### src/rtl/mempool_bank_arbiter_if.sv
// Request, bank and response bundle for one TCDM bank arbiter.
// The slave modport is the arbiter side; the master modport is the
// requester/bank/consumer environment side.
interface mempool_bank_arbiter_if #(
  parameter int unsigned NumReq        = 4,
  parameter int unsigned BankAddrWidth = 8,
  parameter int unsigned DataWidth     = 32,
  parameter int unsigned MetaWidth     = 4
);
  localparam int unsigned BeWidth  = DataWidth / 8;
  localparam int unsigned IdxWidth = $clog2(NumReq);

  logic [NumReq-1:0]                    req_valid_i;
  logic [NumReq-1:0]                    req_ready_o;
  logic [NumReq-1:0][BankAddrWidth-1:0] req_addr_i;
  logic [NumReq-1:0]                    req_wen_i;
  logic [NumReq-1:0][BeWidth-1:0]       req_be_i;
  logic [NumReq-1:0][DataWidth-1:0]     req_wdata_i;
  logic [NumReq-1:0][MetaWidth-1:0]     req_meta_i;

  logic                                 bank_req_o;
  logic                                 bank_we_o;
  logic [BankAddrWidth-1:0]             bank_addr_o;
  logic [BeWidth-1:0]                   bank_be_o;
  logic [DataWidth-1:0]                 bank_wdata_o;
  logic [DataWidth-1:0]                 bank_rdata_i;

  logic                                 resp_valid_o;
  logic                                 resp_ready_i;
  logic [IdxWidth-1:0]                  resp_idx_o;
  logic [DataWidth-1:0]                 resp_rdata_o;
  logic [MetaWidth-1:0]                 resp_meta_o;

  modport slave (
    input  req_valid_i, req_addr_i, req_wen_i, req_be_i, req_wdata_i, req_meta_i,
    input  bank_rdata_i, resp_ready_i,
    output req_ready_o, bank_req_o, bank_we_o, bank_addr_o, bank_be_o, bank_wdata_o,
    output resp_valid_o, resp_idx_o, resp_rdata_o, resp_meta_o
  );

  modport master (
    output req_valid_i, req_addr_i, req_wen_i, req_be_i, req_wdata_i, req_meta_i,
    output bank_rdata_i, resp_ready_i,
    input  req_ready_o, bank_req_o, bank_we_o, bank_addr_o, bank_be_o, bank_wdata_o,
    input  resp_valid_o, resp_idx_o, resp_rdata_o, resp_meta_o
  );
endinterface

### src/rtl/mempool_bank_arbiter.sv
// Round-robin arbiter and sequencer for one TCDM SRAM bank. Reads (and, with
// MEMPOOL_BANK_ARB_WRITE_ACK_EN defined, writes) are tagged, carried through a
// one-entry in-flight stage across the SRAM latency and queued in a small
// credit-protected response FIFO.
module mempool_bank_arbiter #(
  parameter int unsigned NumReq        = 4,
  parameter int unsigned BankAddrWidth = 8,
  parameter int unsigned DataWidth     = 32,
  parameter int unsigned MetaWidth     = 4,
  parameter int unsigned RespDepth     = 2
) (
  input logic                   clk_i,
  input logic                   rst_ni,
  mempool_bank_arbiter_if.slave arb_io
);
  localparam int unsigned IdxWidth = $clog2(NumReq);
  localparam int unsigned PtrWidth = (RespDepth > 1) ? $clog2(RespDepth) : 1;
  localparam int unsigned CntWidth = $clog2(RespDepth + 1);

  logic [IdxWidth-1:0]  rr_q, rr_d;
  logic [CntWidth-1:0]  count_q, count_d;
  logic [PtrWidth-1:0]  wr_ptr_q, rd_ptr_q;
  logic [IdxWidth-1:0]  fifo_idx_q  [RespDepth];
  logic [MetaWidth-1:0] fifo_meta_q [RespDepth];
  logic [DataWidth-1:0] fifo_data_q [RespDepth];
  logic                 inflight_q;
  logic [IdxWidth-1:0]  inflight_idx_q;
  logic [MetaWidth-1:0] inflight_meta_q;
`ifdef MEMPOOL_BANK_ARB_WRITE_ACK_EN
  logic                 inflight_wr_q;
`endif

  logic                 push, pop, credit_ok, grant, issue_resp;
  logic [NumReq-1:0]    eligible;
  logic [IdxWidth-1:0]  winner;
  logic [DataWidth-1:0] push_data;
  int unsigned          cand;

  function automatic logic [PtrWidth-1:0] ptr_inc(input logic [PtrWidth-1:0] p);
    if (32'(p) == RespDepth - 1) return '0;
    return p + 1'b1;
  endfunction

  assign push                = inflight_q;
  assign arb_io.resp_valid_o = (count_q != '0);
  assign pop                 = arb_io.resp_valid_o & arb_io.resp_ready_i;
  assign count_d             = count_q + CntWidth'(push) - CntWidth'(pop);

  // Credit check: a pop this cycle frees a slot for the access issued now.
  always_comb begin
    credit_ok = (32'(count_q) + 32'(inflight_q) - 32'(pop)) < RespDepth;
`ifdef MEMPOOL_BANK_ARB_WRITE_ACK_EN
    eligible  = arb_io.req_valid_i & {NumReq{credit_ok}};
`else
    eligible  = arb_io.req_valid_i & (arb_io.req_wen_i | {NumReq{credit_ok}});
`endif
  end

  // Round-robin search starting at rr_q; held in reset so nothing is granted.
  always_comb begin
    grant  = 1'b0;
    winner = '0;
    cand   = 0;
    for (int unsigned k = 0; k < NumReq; k++) begin
      cand = (32'(rr_q) + k) % NumReq;
      if (!grant && eligible[IdxWidth'(cand)]) begin
        grant  = 1'b1;
        winner = IdxWidth'(cand);
      end
    end
    grant = grant & rst_ni;
    rr_d  = rr_q;
    if (grant) begin
      if (32'(winner) == NumReq - 1) rr_d = '0;
      else                           rr_d = winner + 1'b1;
    end
  end

  // Grant and bank drive: winner's payload muxed out, zeros when idle.
  always_comb begin
    arb_io.req_ready_o  = '0;
    arb_io.bank_req_o   = 1'b0;
    arb_io.bank_we_o    = 1'b0;
    arb_io.bank_addr_o  = '0;
    arb_io.bank_be_o    = '0;
    arb_io.bank_wdata_o = '0;
    if (grant) begin
      arb_io.req_ready_o[winner] = 1'b1;
      arb_io.bank_req_o          = 1'b1;
      arb_io.bank_we_o           = arb_io.req_wen_i[winner];
      arb_io.bank_addr_o         = arb_io.req_addr_i[winner];
      arb_io.bank_be_o           = arb_io.req_be_i[winner];
      arb_io.bank_wdata_o        = arb_io.req_wdata_i[winner];
    end
  end

  // Which accesses produce a response, and what data they return.
  always_comb begin
`ifdef MEMPOOL_BANK_ARB_WRITE_ACK_EN
    issue_resp = grant;
    push_data  = inflight_wr_q ? '0 : arb_io.bank_rdata_i;
`else
    issue_resp = grant & ~arb_io.req_wen_i[winner];
    push_data  = arb_io.bank_rdata_i;
`endif
  end

  // Control state: pointer, in-flight flag and FIFO bookkeeping.
  always_ff @(posedge clk_i) begin
    if (!rst_ni) begin
      rr_q       <= '0;
      count_q    <= '0;
      wr_ptr_q   <= '0;
      rd_ptr_q   <= '0;
      inflight_q <= 1'b0;
    end else begin
      rr_q       <= rr_d;
      count_q    <= count_d;
      inflight_q <= issue_resp;
      if (push) wr_ptr_q <= ptr_inc(wr_ptr_q);
      if (pop)  rd_ptr_q <= ptr_inc(rd_ptr_q);
    end
  end

  // Tag and FIFO payload storage; qualified by the control flags above.
  always_ff @(posedge clk_i) begin
    if (issue_resp) begin
      inflight_idx_q  <= winner;
      inflight_meta_q <= arb_io.req_meta_i[winner];
`ifdef MEMPOOL_BANK_ARB_WRITE_ACK_EN
      inflight_wr_q   <= arb_io.req_wen_i[winner];
`endif
    end
    if (push) begin
      fifo_idx_q[wr_ptr_q]  <= inflight_idx_q;
      fifo_meta_q[wr_ptr_q] <= inflight_meta_q;
      fifo_data_q[wr_ptr_q] <= push_data;
    end
  end

  assign arb_io.resp_idx_o   = fifo_idx_q[rd_ptr_q];
  assign arb_io.resp_meta_o  = fifo_meta_q[rd_ptr_q];
  assign arb_io.resp_rdata_o = fifo_data_q[rd_ptr_q];
endmodule

### src/flat_wrapper.sv
// flat-port wrapper written by rule: the top's interface ports become plain ports
module mempool_bank_arbiter_flat 
#(
  parameter int unsigned NumReq        = 4,
  parameter int unsigned BankAddrWidth = 8,
  parameter int unsigned DataWidth     = 32,
  parameter int unsigned MetaWidth     = 4,
  parameter int unsigned RespDepth     = 2
)
  (clk_i, rst_ni, arb_io_req_valid_i, arb_io_req_addr_i, arb_io_req_wen_i, arb_io_req_be_i, arb_io_req_wdata_i, arb_io_req_meta_i, arb_io_bank_rdata_i, arb_io_resp_ready_i, arb_io_req_ready_o, arb_io_bank_req_o, arb_io_bank_we_o, arb_io_bank_addr_o, arb_io_bank_be_o, arb_io_bank_wdata_o, arb_io_resp_valid_o, arb_io_resp_idx_o, arb_io_resp_rdata_o, arb_io_resp_meta_o);
  mempool_bank_arbiter_if #(.NumReq(NumReq), .BankAddrWidth(BankAddrWidth), .DataWidth(DataWidth), .MetaWidth(MetaWidth)) arb_io_i ();
  input logic clk_i;
  input logic rst_ni;
  input wire logic [$bits(arb_io_i.req_valid_i)-1:0] arb_io_req_valid_i;
  input wire logic [$bits(arb_io_i.req_addr_i)-1:0] arb_io_req_addr_i;
  input wire logic [$bits(arb_io_i.req_wen_i)-1:0] arb_io_req_wen_i;
  input wire logic [$bits(arb_io_i.req_be_i)-1:0] arb_io_req_be_i;
  input wire logic [$bits(arb_io_i.req_wdata_i)-1:0] arb_io_req_wdata_i;
  input wire logic [$bits(arb_io_i.req_meta_i)-1:0] arb_io_req_meta_i;
  input wire logic [$bits(arb_io_i.bank_rdata_i)-1:0] arb_io_bank_rdata_i;
  input wire logic [$bits(arb_io_i.resp_ready_i)-1:0] arb_io_resp_ready_i;
  output wire logic [$bits(arb_io_i.req_ready_o)-1:0] arb_io_req_ready_o;
  output wire logic [$bits(arb_io_i.bank_req_o)-1:0] arb_io_bank_req_o;
  output wire logic [$bits(arb_io_i.bank_we_o)-1:0] arb_io_bank_we_o;
  output wire logic [$bits(arb_io_i.bank_addr_o)-1:0] arb_io_bank_addr_o;
  output wire logic [$bits(arb_io_i.bank_be_o)-1:0] arb_io_bank_be_o;
  output wire logic [$bits(arb_io_i.bank_wdata_o)-1:0] arb_io_bank_wdata_o;
  output wire logic [$bits(arb_io_i.resp_valid_o)-1:0] arb_io_resp_valid_o;
  output wire logic [$bits(arb_io_i.resp_idx_o)-1:0] arb_io_resp_idx_o;
  output wire logic [$bits(arb_io_i.resp_rdata_o)-1:0] arb_io_resp_rdata_o;
  output wire logic [$bits(arb_io_i.resp_meta_o)-1:0] arb_io_resp_meta_o;
  assign arb_io_i.req_valid_i = arb_io_req_valid_i;
  assign arb_io_i.req_addr_i = arb_io_req_addr_i;
  assign arb_io_i.req_wen_i = arb_io_req_wen_i;
  assign arb_io_i.req_be_i = arb_io_req_be_i;
  assign arb_io_i.req_wdata_i = arb_io_req_wdata_i;
  assign arb_io_i.req_meta_i = arb_io_req_meta_i;
  assign arb_io_i.bank_rdata_i = arb_io_bank_rdata_i;
  assign arb_io_i.resp_ready_i = arb_io_resp_ready_i;
  assign arb_io_req_ready_o = arb_io_i.req_ready_o;
  assign arb_io_bank_req_o = arb_io_i.bank_req_o;
  assign arb_io_bank_we_o = arb_io_i.bank_we_o;
  assign arb_io_bank_addr_o = arb_io_i.bank_addr_o;
  assign arb_io_bank_be_o = arb_io_i.bank_be_o;
  assign arb_io_bank_wdata_o = arb_io_i.bank_wdata_o;
  assign arb_io_resp_valid_o = arb_io_i.resp_valid_o;
  assign arb_io_resp_idx_o = arb_io_i.resp_idx_o;
  assign arb_io_resp_rdata_o = arb_io_i.resp_rdata_o;
  assign arb_io_resp_meta_o = arb_io_i.resp_meta_o;
  mempool_bank_arbiter #(.NumReq(NumReq), .BankAddrWidth(BankAddrWidth), .DataWidth(DataWidth), .MetaWidth(MetaWidth), .RespDepth(RespDepth)) u_core (.clk_i(clk_i), .rst_ni(rst_ni), .arb_io(arb_io_i));
endmodule
### config.mk
export PLATFORM = sky130hd
export DESIGN_NAME = mempool_bank_arbiter_flat
export DESIGN_NICKNAME = d
export VERILOG_FILES = /design/src/rtl/mempool_bank_arbiter_if.sv /design/src/rtl/mempool_bank_arbiter.sv /design/src/flat_wrapper.sv
export SDC_FILE = /design/constraint.sdc
export NUM_CORES = 1
export LEC_CHECK = 0
export ABC_AREA = 1
export CORE_MARGIN = 2
export CORE_UTILIZATION = 37
export CTS_CLUSTER_DIAMETER = 50
export DETAILED_ROUTE_END_ITERATION = 8
export GPL_TIMING_DRIVEN = 0
export PLACE_DENSITY = 0.79
export SETUP_SLACK_MARGIN = 0.5
export SLEW_MARGIN = 15
export SYNTH_ARGS = -nofsm -noshare
export SYNTH_HDL_FRONTEND = slang
export SYNTH_SLANG_ARGS = --single-unit
### constraint.sdc
create_clock -name clk_i -period 3.09 [get_ports clk_i]
set_input_delay 0.4635 -clock clk_i [delete_from_list [all_inputs] [get_ports clk_i]]
set_output_delay 0.4635 -clock clk_i [all_outputs]
set_load 0.01 [all_outputs]
; Word level (Yosys, flattened, before mapping)
; Memories as Yosys holds them, arrays and structs flattened. A register that Yosys moved wholly into a read port is not among the register bits.
; Index checks and enable logic that the tools add are counted.
[op_classes]
muxes = 53
eq_ne = 1
reduce_logical = 8
add_sub_neg = 10
n_lt_le_gt_ge = 7
bitwise = 6
[ops]
columns = cell, count
row1 = $bmux W32 S2, 1
row2 = $mux W32, 2
row3 = $lt A32 B2 Y1 const B, 1
row4 = $sub A32 B1 Y32, 1
row5 = $mux W1, 30
row6 = $bmux W4 S2, 2
row7 = $bmux W8 S2, 1
row8 = $mux W4, 4
row9 = $mux W8, 2
row10 = $lt A2 B3 Y1 const B, 5
row11 = $bmux W1 S2, 5
row12 = $mux W2, 5
row13 = $add A2 B1 Y2 const B, 2
row14 = $add A2 B2 Y2 const B, 2
row15 = $and A4 B4 Y4, 1
row16 = $logic_and A1 B1 Y1, 4
row17 = $or A4 B4 Y4, 1
row18 = $add A2 B1 Y3, 1
row19 = $and A1 B1 Y1, 3
row20 = $logic_not A1 Y1, 3
row21 = $add A1 B1 Y1 const B, 2
row22 = $add A2 B1 Y2, 1
row23 = $demux W1 S2, 1
row24 = $eq A2 B2 Y1 const B, 1
row25 = 4 further kinds, 4
[word_totals]
elab_cells = 95
input_bits = 235
output_inout_bits = 89
ramBits = 76
ff_bits = 13
n_memories = 3
[mem_list]
columns = name, depth, word_bits, rd, rd_clocked_by_memory_dff, wr, line
row1 = u_core.fifo_data_q, 2, 32, 1, 1, 1, mempool_bank_arbiter.sv:25  ; logic [DataWidth-1:0] fifo_data_q [RespDepth];
row2 = u_core.fifo_meta_q, 2, 4, 1, 1, 1, mempool_bank_arbiter.sv:24  ; logic [MetaWidth-1:0] fifo_meta_q [RespDepth];
row3 = u_core.fifo_idx_q, 2, 2, 1, 1, 1, mempool_bank_arbiter.sv:23  ; logic [IdxWidth-1:0] fifo_idx_q [RespDepth];

; Logic depth before layout (Yosys ltp)
; Gate-level depths: netlist of run 1.
[depth]
ltp_word = 23
depth_mapped = 22
mapped_depth_nobuf = 21

; Worst setup path before layout of run 1
; Ideal clock, no wire load.
[synth_path]
path_type = register -> output
from = register u_core.inflight_q
to = output port arb_io_req_ready_o[2]
required_time_ns = 2.626
arrival_ns = 2.829
setup_slack_ns = -0.203
stages_incl_launch_ff = 21
cell_sequence = dfxtp_1 ha_1 inv_1 ha_1 inv_1 ha_1 ha_1 nor2_1 nand2_2 nand2_1 nand3_1 nand3_1 nand2_2 nand3_2 nand3_2 nand2_2 buf_6 buf_4 ha_1 inv_1 nor2_1
[synth_between]
elab_chain_cells = 22
word_cells_on_any_way = 34
classes_between = add/sub: 2 / order compare: 3 / mux: 19 / bitwise: 3 / reduce/logical: 7
[synth_lines]
columns = item, line
row1 = start: declaration, mempool_bank_arbiter.sv:26  ; logic inflight_q;
row2 = start signal: assignment, mempool_bank_arbiter.sv:119  ; inflight_q <= issue_resp;
row3 = $add A2 B1 Y3 (*), mempool_bank_arbiter.sv:51  ; credit_ok = (32'(count_q) + 32'(inflight_q) - 32'(pop)) < RespDepth;
row4 = $sub A32 B1 Y32 (*), mempool_bank_arbiter.sv:51
row5 = $lt A32 B2 Y1 (*), mempool_bank_arbiter.sv:51
row6 = $or A4 B4 Y4 (*), mempool_bank_arbiter.sv:55  ; eligible = arb_io.req_valid_i & (arb_io.req_wen_i | {NumReq{credit_ok}});
row7 = $and A4 B4 Y4 (*), mempool_bank_arbiter.sv:55
row8 = $bmux W1 S2, mempool_bank_arbiter.sv:66  ; if (!grant && eligible[IdxWidth'(cand)]) begin
row9 = $mux W1 (not written as such), mempool_bank_arbiter.sv:66
row10 = $mux W1, mempool_bank_arbiter.sv:66
row11 = (+6 left out), --
row12 = $logic_not A1 Y1, mempool_bank_arbiter.sv:66
row13 = $logic_and A1 B1 Y1, mempool_bank_arbiter.sv:66
row14 = $mux W2, mempool_bank_arbiter.sv:66
row15 = $lt A2 B3 Y1 (not written as such) or $ge A2 B1 Y1 (tied branches), mempool_bank_arbiter.sv:88  ; arb_io.req_ready_o[winner] = 1'b1;
row16 = $logic_and A1 B1 Y1 (not written as such), mempool_bank_arbiter.sv:88
row17 = $mux W1 (not written as such), mempool_bank_arbiter.sv:88
row18 = $demux W1 S2, --
row19 = $mux W4 (*), mempool_bank_arbiter.sv:87  ; if (grant) begin
row20 = end: declaration, flat_wrapper.sv:22  ; output wire logic [$bits(arb_io_i.req_ready_o)-1:0] arb_io_req_ready_o;
; Every way passes the cells marked *; elsewhere a longest branch is shown, timed or not. The select of a mux whose other input is x is not followed.

; Final worst setup path of run 1
[layout_path]
from = register u_core.inflight_q
to = output port arb_io_bank_wdata_o[21]
[layout_between]
elab_chain_cells = 20
word_cells_on_any_way = 31
classes_between = add/sub: 2 / order compare: 1 / mux: 19 / bitwise: 3 / reduce/logical: 6
[layout_lines]
columns = item, line
row1 = $add A2 B1 Y3 (*), mempool_bank_arbiter.sv:51
row2 = $sub A32 B1 Y32 (*), mempool_bank_arbiter.sv:51
row3 = $lt A32 B2 Y1 (*), mempool_bank_arbiter.sv:51
row4 = $or A4 B4 Y4 (*), mempool_bank_arbiter.sv:55
row5 = $and A4 B4 Y4 (*), mempool_bank_arbiter.sv:55
row6 = $bmux W1 S2, mempool_bank_arbiter.sv:66
row7 = $mux W1 (not written as such), mempool_bank_arbiter.sv:66
row8 = $mux W1, mempool_bank_arbiter.sv:66
row9 = (+4 left out), --
row10 = $logic_and A1 B1 Y1, mempool_bank_arbiter.sv:66
row11 = $mux W1, mempool_bank_arbiter.sv:66
row12 = $logic_not A1 Y1, mempool_bank_arbiter.sv:66
row13 = $logic_and A1 B1 Y1, mempool_bank_arbiter.sv:66
row14 = $mux W2, mempool_bank_arbiter.sv:66
row15 = $bmux W32 S2, mempool_bank_arbiter.sv:93  ; arb_io.bank_wdata_o = arb_io.req_wdata_i[winner];
row16 = $mux W32 (not written as such), mempool_bank_arbiter.sv:93
row17 = $mux W32 (*), mempool_bank_arbiter.sv:87
row18 = end: declaration, flat_wrapper.sv:27  ; output wire logic [$bits(arb_io_i.bank_wdata_o)-1:0] arb_io_bank_wdata_o;
; Marks and branches as above.

==> out/qor.txt, run 1 <==
Syn-to-layout area delta -> 80.65%
post-synthesis mux area share -> 6.923%
Clock Root Buffer -> clkbuf_16
Hold Violations, Final -> 0
cts bufs inserted -> 9
GPL Wtd Cong -> 0.9857
post-synthesis cell count -> 778
FF/Latch Area -> 2628 µm²
sequential area share after synthesis -> 42.43%
minimum clock period -> 3822 ps
initial antenna violation count -> 4
commonest non-fill, non-tap cells in the layout -> clkdlybuf4s50_1 (274), inv_1 (153), nand3_1 (121), nand2_1 (121), edfxtp_1 (82)
yosys synthesis warning count -> 0
commonest non-fill, non-tap cell in the layout -> clkdlybuf4s50_1
Sink Count -> 90
Die ar. -> 17760 µm²
via count -> 6738
per-cell routed wire length -> 17.23 µm
row cnt -> 47
CP startpoint kind -> register
max-slew violations -> 0
Fin Hold WS -> 443.4 ps
Critical Path End Type -> output port
violations in the final reports -> setup timing
Clock Latency Late Sink -> 340 ps
largest net degree at the start of global routing -> 21
Placed Area -> 10110 µm²
total chip power -> 0.01386 W
Hold Crit Start -> u_core.inflight_idx_q[0]$_DFFE_PP_
Post-Syn Nets -> 1026
worst-case clock buffer depth -> 2
final net count -> 1397
post-synth cell types -> 29
Initial DRC Count -> 275
HP Class -> reg2reg
largest family of logic cells by synthesized area -> simple AND/OR/NAND/NOR gates
relative slew slack -> 58.49%
Setup WS post-layout -> -731.6 ps
status -> complete, but fails checks
total global routing track utilization -> 25.36%
layout cells sized above 1 -> 28.08%
mapped cell area -> 6181 µm²
Initial Utilization -> 37.54%
max_cap viols -> 0
post-placement worst setup slack -> -1287 ps
critical path class -> reg2out
Post-Route WL -> 23720 µm
Layout Skew -> 7.682 ps
Die X -> 133.3 µm
hold buffer count at CTS -> 0
Setup-failing EPs final -> 58
TritonRoute pass-1 iters -> 5
Fmax -> 261.7 MHz
RSZ-0062 raised after global routing -> yes
count of input and output buffers -> 323
Worst-path clk slew -> 60 ps
complex-gate fraction of the synthesized area -> 5.263%
syn_area_per_cell -> 7.945 µm²
synthesized-area fraction occupied by adder cells -> 2.753%
vias in the first global route -> 6582
I/O pin total -> 324
die height -> 133.3 µm
first-pass GRT wire length -> 34680 µm
core box area -> 16470 µm²
Multi-input gate area -> 3381 µm²
antenna-violating nets left -> 0
Critical Path AT -> 3360 ps
final core utilization -> 67.81%
Slew @ Worst Pin -> 621.2 ps
Power per Cell Area -> 1242 nW/µm²
H-tree depth -> 3
Via-to-Cell Ratio -> 4.893
crit path from -> u_core.inflight_q$_SDFF_PN0_
simple logic cell fraction of the synthesized area -> 28.22%
Synth Area in XOR/XNOR -> 0.2834%
hpwl dp -> 17750 µm
Remaining DRCs -> 0
synthesized flop and latch total -> 90
Fillers -> 1328
P_leak -> 4.919 nW
Congestion Overflow GR -> 0
worst endpoint required time -> 2630 ps
reg-to-reg startpoint -> u_core.count_q[0]$_SDFF_PN0_
Worst VDD drop -> 0.0006815 V
fin area -> 11170 µm²
period utilisation layout -> 123.7%
peak fanout along the critical path -> 10
CTS tree -> yes
==> state kept, by name, indices dropped and copies added (netlist names), named ones only <==
signal / cells
u_core.rd_ptr_q: 1
u_core.fifo_data_q: 64
u_core.inflight_meta_q: 4
u_core.inflight_q: 1
u_core.inflight_idx_q: 2
u_core.wr_ptr_q: 1
u_core.rr_q: 2
u_core.fifo_idx_q: 4
u_core.fifo_meta_q: 8
u_core.count_q: 2
==> where the power goes <==
group          switching (W)  total (W)  leakage (nW)  internal (W)
Combinational        0.00605     0.0110          3.95       0.00495
Clock               0.000452    0.00109         0.146      0.000641
Sequential         0.0000874    0.00177         0.819       0.00169
==> per-stage QoR <==
step	setup TNS, ps	std cells
floorplan	0	778
detailed placement	-63820	1323
global placement	-67230	1321
global route	-44180	1377
finish	-35870	1377
CTS	-34050	1363
==> critical path, cell delays in order (launching register included) <==
cell and delay [ps]:
dfxtp_4 350, ha_4 260, inv_1 40, nand3_2 80
inv_2 60, fa_2 330, inv_2 70, nor2_4 40
nand2_4 130, nand2_4 80, nand3_2 100, nand2_4 80
nand2_4 90, nand2_4 70, a21oi_4 190, nand2_4 110
buf_6 140, buf_12 120, buf_6 130, nand3b_1 140
nand3_2 100, a21oi_2 150, buf_2 140
==> routing by layer <==
metal  up-vias  track usage (%)  part of all wire, %
met5         -                0                    0
met4         0            9.929                  3.7
met3        53            7.458                  8.0
met2       287            46.39                   52
met1      3115            27.49                   36
li1       3283                -                    -
==> synthesized netlist by cell type <==
library cell | n | area [µm²]
buf_2 | 20 | 100.1
a21oi_2 | 1 | 8.760
o21ai_2 | 1 | 8.760
nand4_1 | 2 | 12.51
a21oi_1 | 53 | 265.3
edfxtp_1 | 82 | 2462
nand2_2 | 6 | 37.54
inv_1 | 160 | 600.6
buf_1 | 7 | 26.28
nand2_1 | 142 | 533.0
inv_2 | 3 | 11.26
o21ai_0 | 3 | 15.01
a211oi_1 | 1 | 7.510
mux2_2 | 38 | 427.9
nand3_1 | 150 | 750.7
xor2_1 | 1 | 8.760
fa_1 | 1 | 20.02
ha_1 | 12 | 150.1
clkinv_1 | 1 | 3.750
nand3b_1 | 44 | 330.3
nand3_2 | 3 | 30.03
buf_4 | 2 | 15.01
xnor2_1 | 1 | 8.760
clkbuf_1 | 13 | 48.80
nor2_1 | 12 | 45.04
o21ai_1 | 4 | 20.02
buf_6 | 6 | 67.56
nor3_1 | 1 | 5.000
dfxtp_1 | 8 | 160.2
==> final timing paths <==
kind / cells after the start / slack, ps / to
hold / removal: 0 / 440 / u_core.fifo_idx_q[1][0]$_DFFE_PP_
setup / recovery: 22 / -730 / arb_io_bank_wdata_o[21]
hold reg to reg: 0 / 440 / u_core.fifo_idx_q[1][0]$_DFFE_PP_
setup reg to reg: 22 / -280 / u_core.inflight_meta_q[2]$_DFFE_PP_
==> final cells by class <==
type	count	area share (%)
multi-input cells	478	30.28
flip-flops and latches	90	23.53
repair buffers	358	30.86
plain buffers	48	4.314
diodes	3	0.06723
clock buffers	9	2.017
clock inverters	7	0.7620
well taps	220	2.465
inverters	164	5.704
==> repair_timing <==
item | in CTS | in global routing
endpoints found under the setup margin | 85 | 77
resized for setup | 304 | 71
cloned | 5 | 2
setup buffers | 19 | 9
pin swaps | 32 | 48
==> cells by family after synthesis <==
family	Yosys count
flops	90
mux	38
fa+ha+maj	13
simple gates	360
compound gates	63
buf+inv	212
xor+xnor	2
Note: power is estimated with default switching activity, not from simulation.
==> inputs of run 2 (changes only) <==
Settings changed: CTS_CLUSTER_DIAMETER 50 to not set.
==> results of run 2 <==
Same layout as run 1: the final DEF is identical, and so are final timing and power.
==> inputs of run 3 (changes only) <==
Settings changed: CORE_AREA set to 2 2 126 128, CORE_MARGIN 2 to not set, CORE_UTILIZATION 37 to not set, DIE_AREA set to 0 0 128 130, PLACE_DENSITY 0.79 to 0.82.
Clock period 3.09 ns to 4.4 ns, I/O delays scaled along.
==> out/qor.txt, run 3 (synthesis results as in run 1) <==
layout cells sized above 1 -> 25.82% (was 28.08%)
max_cap viols -> 0 (unchanged)
peak fanout along the critical path -> 11 (was 10)
CP startpoint kind -> register (unchanged)
Initial DRC Count -> 336 (was 275)
Sink Count -> 90 (unchanged)
Clock Root Buffer -> clkbuf_16 (unchanged)
Clock Latency Late Sink -> 330 ps (was 340 ps)
total global routing track utilization -> 28.40% (was 25.36%)
commonest non-fill, non-tap cells in the layout -> clkdlybuf4s50_1 (273), inv_1 (152), nand3_1 (122), nand2_1 (117), edfxtp_1 (82) (was clkdlybuf4s50_1 (274), inv_1 (153), nand3_1 (121), nand2_1 (121), edfxtp_1 (82))
Congestion Overflow GR -> 0 (unchanged)
core box area -> 15420 µm² (was 16470 µm²)
vias in the first global route -> 6710 (was 6582)
final core utilization -> 71.76% (was 67.81%)
Critical Path AT -> 3370 ps (was 3360 ps)
status -> complete, no violations (was complete, but fails checks)
period utilisation layout -> 91.54%
count of input and output buffers -> 323 (unchanged)
Worst VDD drop -> 0.0004829 V (was 0.0006815 V)
Remaining DRCs -> 0 (unchanged)
Power per Cell Area -> 870.2 nW/µm² (was 1242 nW/µm²)
die height -> 130 µm (was 133.3 µm)
Post-Route WL -> 24730 µm (was 23720 µm)
hpwl dp -> 18330 µm (was 17750 µm)
Slew @ Worst Pin -> 602.3 ps (was 621.2 ps)
first-pass GRT wire length -> 35840 µm (was 34680 µm)
TritonRoute pass-1 iters -> 4 (was 5)
post-placement worst setup slack -> -481.5 ps (was -1287 ps)
RSZ-0062 raised after global routing -> yes (unchanged)
max reg flops -> 64 (unchanged)
critical path class -> reg2out (unchanged)
Worst-path clk slew -> 60 ps (about the same)
largest net degree at the start of global routing -> 22 (was 21)
Top Registers -> u_core.fifo_data_q (64), u_core.fifo_meta_q (8) (unchanged)
worst r2r path cells -> 22 (unchanged)
Die ar. -> 16640 µm² (was 17760 µm²)
Layout Skew -> 5.367 ps (was 7.682 ps)
cts bufs inserted -> 9 (unchanged)
final net count -> 1402 (was 1397)
via count -> 6793 (was 6738)
worst hold path depth -> 0 (unchanged)
Hold Violations, Final -> 0 (unchanged)
Setup-failing EPs final -> 0 (was 58)
worst-case clock buffer depth -> 2 (unchanged)
hold buffer count at CTS -> 0 (unchanged)
Top reg by flops -> u_core.fifo_data_q (unchanged)
commonest non-fill, non-tap cell in the layout -> clkdlybuf4s50_1 (unchanged)
Die X -> 128 µm (was 133.3 µm)
worst endpoint required time -> 3740 ps (was 2630 ps)
max-slew violations -> 0 (unchanged)
P_leak -> 4.939 nW (was 4.919 nW)
row cnt -> 46 (was 47)
I/O pin total -> 324 (unchanged)
antenna-violating nets left -> 0 (unchanged)
H-tree depth -> 3 (unchanged)
Syn-to-layout area delta -> 79.09% (was 80.65%)
per-cell routed wire length -> 18.28 µm (was 17.23 µm)
GPL Wtd Cong -> 0.9610 (was 0.9857)
CTS tree -> yes (unchanged)
Setup WS post-layout -> 372.4 ps (was -731.6 ps)
Critical Path End Type -> output port (unchanged)
relative slew slack -> 59.75% (was 58.49%)
Initial Utilization -> 40.07% (was 37.54%)
Fmax -> 248.3 MHz
initial antenna violation count -> 4 (unchanged)
HP Class -> reg2reg (unchanged)
Via-to-Cell Ratio -> 5.021 (was 4.893)
minimum clock period -> 4028 ps
[run 3: cell count changes in the layout (fill, tap and decap cells not counted), sizes merged]
cell | before | now
clkinvlp | 2 | 1
inv | 166 | 162
clkdlybuf4s50 | 274 | 273
bufinv | 1 | 2
dlygate4sd2 | 0 | 1
clkbuf | 16 | 24
clkinv | 2 | 5
buf | 125 | 121
bufbuf | 0 | 1
[run 3: per-layer routing]
metal / vias up / GRT usage [%] / wire length, µm
li1: 3297 / - / -
met1: 3129 / 30.32 / 8735
met2: 303 / 53.66 / 13130
met3: 62 / 7.052 / 1907
met4: 2 / 11.57 / 942
met5: - / 0 / 13
[run 3: final cells by class]
| cell class | instances | area (µm²) |
|---|---|---|
| multi-input combinational | 478 | 3304 |
| fill | 1198 | 4355 |
| buffer | 48 | 435.4 |
| antenna | 3 | 7.507 |
| sequential | 90 | 2625 |
| tap | 192 | 240.2 |
| clock buffer | 9 | 225.2 |
| clock inverter | 6 | 81.33 |
| inverter | 164 | 635.6 |
| timing repair buffer | 363 | 3515 |
[run 3: worst max-delay path, cell delays in order (launching register included)]
cell     delay [ps]
dfxtp_2         360
ha_4            150
inv_4            40
ha_4            240
inv_2            40
ha_4            150
ha_4            160
nor2_4          110
nand2_4         110
nand2_4         110
nand3_4          80
nand3_1         130
nand2_2         100
nand3_4         160
nand3_4         140
nand2_4         130
buf_12          160
buf_6           160
ha_1            150
inv_1            50
nor2_2          120
buf_2           150
[run 3: power breakdown]
part	total, W	switching [W]	leakage [nW]	internal, W
Sequential	0.00125	0.0000642	0.819	0.00118
Clock	0.000777	0.000286	0.151	0.000491
Combinational	0.00761	0.00419	3.97	0.00342
[run 3: final timing paths]
check,slack (ps),endpoint,from
setup / recovery,370,arb_io_req_ready_o[2],u_core.inflight_q$_SDFF_PN0_
hold / removal,450,u_core.fifo_meta_q[1][3]$_DFFE_PP_,u_core.inflight_meta_q[3]$_DFFE_PP_
setup reg to reg,750,u_core.inflight_meta_q[1]$_DFFE_PP_,u_core.inflight_q$_SDFF_PN0_
hold reg to reg,450,u_core.fifo_meta_q[1][3]$_DFFE_PP_,u_core.inflight_meta_q[3]$_DFFE_PP_
[run 3: metrics by stage]
stage          total power (W)  TNS [ps]  cells  hold WS, ps  instance area [µm²]
2_1_floorplan         0.004581         0    778        421.5                 6181
3_3_place_gp          0.006914    -15060   1293        422.1                 9654
3_5_place_dp          0.006980    -16890   1295        431.0                 9717
4_1_cts               0.009117         0   1343        446.7                10770
5_1_grt                0.01029         0   1353        463.8                11070
6_report              0.009632         0   1353        446.3                11070
[run 3: repair_timing]
item                       CTS  global route
resized for setup          366            50
pin swaps                   49            34
gates cloned                 6             2
buffers inserted            27             5
setup endpoints to repair   50            49
